===== config.mk =====
export PLATFORM = sky130hd
export DESIGN_NAME = ethernet_icmp_rx_classifier
export DESIGN_NICKNAME = d
export VERILOG_FILES = /design/src/rtl/ethernet_icmp_rx_classifier.sv
export SDC_FILE = /design/constraint.sdc
export NUM_CORES = 1
export LEC_CHECK = 0
export BUFFER_PORTS_ARGS = -buffer_cell sky130_fd_sc_hd__buf_2
export CAP_MARGIN = 20
export CORE_MARGIN = 2
export CORE_UTILIZATION = 50
export DETAILED_ROUTE_END_ITERATION = 10
export PLACE_DENSITY = 0.79
export SYNTH_ARGS = -nofsm -noshare
export SYNTH_HDL_FRONTEND = slang
export SYNTH_SLANG_ARGS = --single-unit

===== constraint.sdc =====
create_clock -name i_clk -period 2.7 [get_ports i_clk]
set_clock_uncertainty 0.15 [all_clocks]
set_input_delay 0.54 -clock i_clk [delete_from_list [all_inputs] [get_ports i_clk]]
set_output_delay 0.54 -clock i_clk [all_outputs]
set_load 0.05 [all_outputs]

===== src/rtl/ethernet_icmp_rx_classifier.sv =====
// Receive-side classifier for ICMP echo requests on a 64-bit Ethernet/IPv4 beat stream.
// Optional build macro ICMP_REPLY_TYPE_EN: part1 uses a zero type byte (echo-reply checksum).
module ethernet_icmp_rx_classifier #(
    parameter logic [47:0] LOCAL_MAC = 48'h02_00_00_00_00_01,
    parameter logic [31:0] LOCAL_IP  = 32'hC0_A8_01_0A
) (
    input  logic        i_clk,
    input  logic        i_reset_n,
    input  logic [63:0] i_rx_axis_tdata,
    input  logic        i_rx_axis_tvalid,
    input  logic        i_rx_axis_tlast,
    input  logic [7:0]  i_rx_axis_tkeep,
    output logic        o_icmp_valid,
    output logic [20:0] o_icmp_crc_part1,
    output logic        o_icmp_crc_part1_ready,
    output logic [47:0] o_src_mac,
    output logic [31:0] o_src_ip,
    output logic [15:0] o_echo_req_cnt
);

    typedef enum logic [2:0] {StIdle, StHdr, StPayload, StFlush, StDrop} state_e;

    state_e      state_q, state_d;
    logic [2:0]  beat_cnt_q;
    logic        skip_q;
    logic        valid_q;
    logic        ready_q;
    logic [20:0] part1_q;
    logic [47:0] src_mac_q;
    logic [31:0] src_ip_q;
    logic [15:0] echo_cnt_q;

    logic [7:0]  b [8];
    logic        beat_fire;
    logic        hdr_phase;
    logic        hdr_ok;
    logic        keep_partial;
    logic        early_end;
    logic        accept4;
    logic [15:0] type_word;
    logic [20:0] part1_d;

    always_comb begin
        for (int i = 0; i < 8; i++) begin
            b[i] = i_rx_axis_tdata[8*i +: 8];
        end
    end

    // skip_q marks the remainder of a frame that was cut by reset
    assign beat_fire    = i_rx_axis_tvalid && !skip_q;
    assign hdr_phase    = beat_fire && (state_q == StIdle || state_q == StHdr);
    assign keep_partial = ~&i_rx_axis_tkeep;
    assign early_end    = i_rx_axis_tlast && (keep_partial || beat_cnt_q <= 3'd4);

    always_comb begin
        hdr_ok = 1'b0;
        case (beat_cnt_q)
            3'd0: hdr_ok = ({b[0], b[1], b[2], b[3], b[4], b[5]} == LOCAL_MAC) ||
                           ({b[0], b[1], b[2], b[3], b[4], b[5]} == 48'hFFFF_FFFF_FFFF);
            3'd1: hdr_ok = ({b[4], b[5]} == 16'h0800) && (b[6] == 8'h45);
            3'd2: hdr_ok = (b[7] == 8'h01);
            3'd3: hdr_ok = ({b[6], b[7]} == LOCAL_IP[31:16]);
            3'd4: hdr_ok = ({b[0], b[1]} == LOCAL_IP[15:0]) && (b[2] == 8'h08) &&
                           (b[3] == 8'h00);
            default: hdr_ok = 1'b0;
        endcase
    end

    assign accept4 = hdr_phase && hdr_ok && (beat_cnt_q == 3'd4) && !i_rx_axis_tlast;

`ifdef ICMP_REPLY_TYPE_EN
    assign type_word = {8'h00, b[3]};
`else
    assign type_word = {b[2], b[3]};
`endif
    // Checksum bytes 36..37 are skipped, i.e. counted as zero
    assign part1_d = {5'd0, type_word} + {5'd0, b[6], b[7]};

    always_comb begin
        state_d = state_q;
        case (state_q)
            StIdle, StHdr: begin
                if (hdr_phase) begin
                    if (!hdr_ok || early_end) begin
                        state_d = i_rx_axis_tlast ? StIdle : StDrop;
                    end else if (beat_cnt_q == 3'd4) begin
                        state_d = StPayload;
                    end else begin
                        state_d = StHdr;
                    end
                end
            end
            StPayload: if (beat_fire && i_rx_axis_tlast) state_d = StFlush;
            StFlush:   state_d = StIdle;
            StDrop:    if (beat_fire && i_rx_axis_tlast) state_d = StIdle;
            default:   state_d = StIdle;
        endcase
    end

    always_ff @(posedge i_clk) begin
        if (!i_reset_n) begin
            state_q    <= StIdle;
            beat_cnt_q <= 3'd0;
            skip_q     <= i_rx_axis_tvalid && !i_rx_axis_tlast;
            valid_q    <= 1'b0;
            ready_q    <= 1'b0;
            part1_q    <= 21'd0;
            src_mac_q  <= 48'd0;
            src_ip_q   <= 32'd0;
            echo_cnt_q <= 16'd0;
        end else begin
            state_q <= state_d;
            ready_q <= accept4;
            if (skip_q && i_rx_axis_tvalid && i_rx_axis_tlast) skip_q <= 1'b0;
            if (beat_fire) begin
                if (i_rx_axis_tlast)          beat_cnt_q <= 3'd0;
                else if (beat_cnt_q != 3'd5)  beat_cnt_q <= beat_cnt_q + 3'd1;
            end
            if (accept4) part1_q <= part1_d;
            if (accept4)                   valid_q <= 1'b1;
            else if (state_q == StFlush)   valid_q <= 1'b0;
            if (ready_q) echo_cnt_q <= echo_cnt_q + 16'd1;
            if (beat_fire && beat_cnt_q == 3'd0) src_mac_q[47:32] <= {b[6], b[7]};
            if (beat_fire && beat_cnt_q == 3'd1) src_mac_q[31:0]  <= {b[0], b[1], b[2], b[3]};
            if (beat_fire && beat_cnt_q == 3'd3) src_ip_q         <= {b[2], b[3], b[4], b[5]};
        end
    end

    assign o_icmp_valid           = valid_q;
    assign o_icmp_crc_part1       = part1_q;
    assign o_icmp_crc_part1_ready = ready_q;
    assign o_src_mac              = src_mac_q;
    assign o_src_ip               = src_ip_q;
    assign o_echo_req_cnt         = echo_cnt_q;

endmodule


* After elaboration in Yosys (flattened, before gate mapping)
Cells that the tools add are included. W data, S select, Z words.
Storage, ports and cells: register bits 126, bits of input ports 76, output and inout bits 119, logic and storage cells 82
Cells by class: add/subtract/negate cells 3, order comparisons 1, equality and inequality tests 21, mux-type cells 14, reduce and logical (&&, ||, !) cells 33
Operators by type and width (number):
- $eq A48 B42 Y1 const B | 1
- $eq A48 B48 Y1 const B | 1
- $mux W3 | 7
- $add A16 B16 Y17 | 1
- $add A16 B1 Y16 const B | 1
- $eq A16 B12 Y1 const B | 1
- $eq A16 B16 Y1 const B | 1
- $eq A16 B9 Y1 const B | 1
- $logic_and A1 B1 Y1 | 16
- $eq A3 B2 Y1 const B | 4
- $pmux W3 S3 | 1
- $eq A8 B1 Y1 const B | 1
- $eq A8 B4 Y1 const B | 1
- $eq A8 B7 Y1 const B | 1
- $logic_not A8 Y1 | 1
- $reduce_and A8 Y1 | 1
- $eq A3 B1 Y1 const B | 2
- $eq A3 B3 Y1 const B | 2
- $logic_not A3 Y1 | 2
- $ne A2 B2 Y1 const B | 3
- $pmux W1 S5 | 1
- $logic_not A1 Y1 | 4
- $logic_or A1 B1 Y1 | 4
- $mux W1 | 4
- other kinds (9) | 10

* Depth between registers and ports, before layout
depth in word-level cells 9, depth in mapped cells 10, depth with buffers taken out 9

* Worst setup path before layout
No wires, ideal clock.
path type in2reg, start point in i_rx_axis_tdata[18], end point reg part1_q[15] (netlist: o_icmp_crc_part1[15]), data arrival time 2.182 ns, required time 2.483 ns, slack 0.301 ns, stages 7, buffers on the path 0, path through ha_1 -> o21a_1 -> o2111a_1 -> and3_1 -> a2111oi_0 -> nand4_2 -> a21oi_2
On the way: word-level cells in the longest chain between the ends 7, elaborated cells on any way between the ends 11
RTL lines:
- start: declaration | RTL line 9 | input logic [63:0] i_rx_axis_tdata,
- branches (longest 7 deep; another with $eq A48 B42 Y1)
- end signal: assignment | RTL line 119 | if (accept4) part1_q <= part1_d;
- end: declaration | RTL line 28 | logic [20:0] part1_q;
Several ways; the timed one is not identified. A chain may end at the register's enable or synchronous reset.

* Final worst setup path
start point reg beat_cnt_q[0], end point reg state_q[2]
On the way: word-level cells in the longest chain between the ends 7, elaborated cells on any way between the ends 14
RTL lines:
- start: declaration | RTL line 24 | logic [2:0] beat_cnt_q;
- start signal: assignment | RTL line 117 | else if (beat_cnt_q != 3'd5) beat_cnt_q <= beat_cnt_q + 3'd1;
- $eq A3 B3 Y1 (tied with other cells) | RTL line 57 | case (beat_cnt_q)
- $pmux W1 S5 / $logic_or A1 B1 Y1 (equally long branches) | RTL line 57, 53
- $logic_not A1 Y1 / $logic_and A1 B1 Y1 (equally long branches) | RTL line 84, 53
- $logic_or A1 B1 Y1 * | RTL line 84 | if (!hdr_ok || early_end) begin
- $mux W3 * | RTL line 84
- $mux W3 * | RTL line 83 | if (hdr_phase) begin
- $pmux W3 S3 * | RTL line 81 | case (state_q)
- end signal: assignment | RTL line 102 | state_q <= StIdle;
- end signal: assignment | RTL line 112 | state_q <= state_d;
- end: declaration | RTL line 23 | state_e state_q, state_d;
Every way passes the cells marked *; elsewhere a longest branch is shown, timed or not. The select of a mux whose other input is x is not followed.

==> run summary <==
RSZ-0062 raised after global routing = no
sw frac = 26.2%
Reg power frac = 40.2%
critical path capture point type = flop
Root Buffer = clkbuf_16
R2R setup slack = 0.37 ns
clk buf depth = 2
worst reg2reg path depth = 8
initial antenna violation count = 0
Comb power frac = 13.2%
fill count = 991
number of setup violations in the final report = 0
share of layout cells above drive strength 1 = 28.1%
die height = 112 um
Hold-fix buffers, CTS = 0
Post-Synth Simple-Gate Area = 28.2%
syn_area_per_cell = 7.95 um2
switching pwr = 1.20 mW
Avg WL per Cell = 16.6 um
via/cell ratio = 5.62
DR pass1 iterations = 5
Async SR Flop Fraction = 0%
Internal = 3.39 mW
Vias = 6,121
Synth Instances = 734
row count = 39
combinational family with the most area after synthesis = simple AND/OR/NAND/NOR gates
cts repair resizes = 0
Die X = 112 um
placed cell areas = 7050 um2
status = finished, final reports clean
total track usage = 28.3%
Synth Area in Compound Gates = 16.4%
pin count of the biggest net entering global routing = 47
Slew HR = 58.1%
Achievable Freq = 0.429 GHz
Worst setup endpoint = state_q[2]
setup_tns = 0 ns
max cap viols = 0
Core Box Area = 11,400 um2
Die ar. = 12,600 um2
CTS Buf Count = 17
TritonCTS clock tree = built
gr ovfl total = 0
total power draw = 4.59 mW
first-pass GRT wire length = 28,300 um
Critical Path Fanout Max = 4
XOR/XNOR Fraction of Synth Area = 2.85%
Crit Path Class = flop to flop
HP Class = input pin to flop
Final Cell Area = 7610 um2
Hold Slack = 0.242 ns
Nets = 1,033
clk sinks = 122
Adder-Cell Fraction of Synth Area = 5.06%
RR Endpoint = state_q[2]
H-tree lvl count = 4
# IOs = 195
mux contribution to synthesized area = 1.54%
routability cong. = 0.945
PD cells = 603 nW/um2
area grow syn2layout = 30.4%
starting density of the core = 51.1%
number of remaining DRC errors = 0
# Post-CTS Setup Buffers = 0
clock share of power = 46.6%
Distinct cells, synth = 69
Netlist Area Pre-Place = 5840 um2
Buffers on Ports = 190
Worst-Skew Late Latency = 0.41 ns
# diodes = 0
Critical Path RT = 2.88 ns
Leakage = 3.31 nW
antenna-violating nets left = 0
Post-synth top flop = dfxtp_1
Peak VDD IR = 429 uV
1st-iter DRT viols = 545
R2R Path Start = beat_cnt_q[0]
max-slew violations = 0
Final Hold Viols = 0
sequential area share after synthesis = 42.0%
fin crit share = 86.4%
Post-DP HPWL = 13,400 um
number of synthesized flops with an enable pin = 1
Worst-Margin Slew = 0.627 ns
Clk pin slew, worst setup/hold paths = 0.05 ns
startpoint types = flop
critical path arrival = 2.51 ns
Worst Setup SP = beat_cnt_q[0]
min cycle time layout = 2.33 ns
Yosys reg bits = 122
number of global-route vias before repair = 5,504
Yosys Warn Count = 0
Routed WL = 18,100 um
critical path: stages (launching register included):
cell      delay, ns
dfxtp_1        0.39
inv_1          0.10
ha_1           0.19
nor4b_1        0.13
and3_1         0.20
o21ai_2        0.23
nand3_1        0.16
or4_1          0.48
a211oi_1       0.22
cell type report:
cell class | count | area, um2 | share of cell area, %
clock inverter | 7 | 65.1 | 0.855
inverter | 11 | 42.5 | 0.559
timing repair buffer | 219 | 1210 | 15.9
multi-input combinational | 563 | 3170 | 41.7
clock buffer | 24 | 492 | 6.46
sequential | 122 | 2450 | 32.2
tap | 143 | 179 | 2.35
power by group through the flow:
stage	Sequential, mW	Combinational [mW]	Clock [mW]
final	1.85	0.607	2.14
after global routing	1.85	0.654	2.25
after CTS	1.85	0.600	2.16
after detailed placement	1.88	0.596	0
after global placement	1.88	0.599	0
after floorplan	1.96	0.286	0
cell families (layout without fill, tap and decap cells):
| logic type | Yosys count | after routing |
|---|---|---|
| AND/OR/NAND/NOR | 348 | 348 |
| AO/OA/AOI/OAI | 160 | 160 |
| flip-flops | 122 | 122 |
| buffers and inverters | 52 | 261 |
| adder cells (fa/ha/maj) | 23 | 23 |
| XOR/XNOR | 19 | 19 |
| multiplexers | 9 | 9 |
| other | 1 | 4 |
stage by stage:
stage | setup WS [ns] | utilization (%) | instances
floorplan | 0.301 | - | 737
global placement | 0.0718 | 61.8 | 1058
detailed placement | 0.0479 | 61.8 | 1058
CTS | 0.383 | 66.6 | 1089
global route | 0.181 | 66.6 | 1089
finish | 0.368 | 66.6 | 1089
layout by cell type, fill, tap and decap left out, types with 3 or more instances in the layout:
cell       synthesis  final
conb_1             1      4
nor2b_1            7      7
clkinv_2           0      5
and3_1            11     11
nand3b_1           3      3
buf_4              4     26
a21oi_1          100    100
nor4b_1            3      3
nor3_1             8      8
inv_1              9      9
nand4_1           24     24
dfxtp_1          121    121
nor4_1            16     16
o311ai_0           3      3
nand3_1           11     11
xor2_1            13     13
or3_1              6      6
mux2i_1            9      9
buf_2              1    190
xnor2_1            6      6
nand2_1          196    196
nand2b_1           3      3
a21o_1             5      5
buf_12             0      3
o31ai_1            3      3
a31oi_1            7      7
nor2_1            39     39
ha_1              22     22
clkbuf_16          0     17
clkbuf_8           0      4
o211ai_1           3      3
o21ai_0           12     12
clkbuf_1          32      3
synthesized netlist by cell type, types with 4 or more instances:
master,instances,area [um2]
a21o_1,5,37.5
a21oi_1,100,500
a31oi_1,7,43.8
and3_1,11,68.8
buf_4,4,30.0
clkbuf_1,32,120
dfxtp_1,121,2420
ha_1,22,275
inv_1,9,33.8
mux2i_1,9,90.1
nand2_1,196,736
nand3_1,11,55.1
nand4_1,24,150
nor2_1,39,146
nor2b_1,7,43.8
nor3_1,8,40.0
nor4_1,16,100
o21ai_0,12,60.1
or3_1,6,37.5
xnor2_1,6,52.6
xor2_1,13,114
registers in the layout, indices dropped and copies added, names as in the netlist:
register                count
o_icmp_crc_part1_ready      1
state_q                     3
beat_cnt_q                  3
o_src_mac                  48
skip_q                      1
o_echo_req_cnt             16
o_icmp_crc_part1           17
o_icmp_valid                1
o_src_ip                   32
how the worst min path moves through the flow:
stage	from	endpoint	slack [ns]	depth (start not counted)
after floorplan	state_q[1]	state_q[2]	0.32	1
after global placement	o_src_mac[25]	o_src_mac[25]	0.29	2
after detailed placement	o_src_mac[15]	o_src_mac[15]	0.29	2
after CTS	i_rx_axis_tdata[45]	o_src_ip[5]	0.23	3
after global routing	i_rx_axis_tdata[42]	o_src_ip[2]	0.24	3
final	i_rx_axis_tdata[42]	o_src_ip[2]	0.24	3
metal layers:
metal  share of wire (%)  vias up  track usage [%]
met2                  45      277             43.8
met4                 2.9        0             11.1
met5                   0        -                0
met3                 9.2       40             7.07
met1                  43     2829             38.5
li1                    -     2975                -
Power figures use the tool's default switching activity.
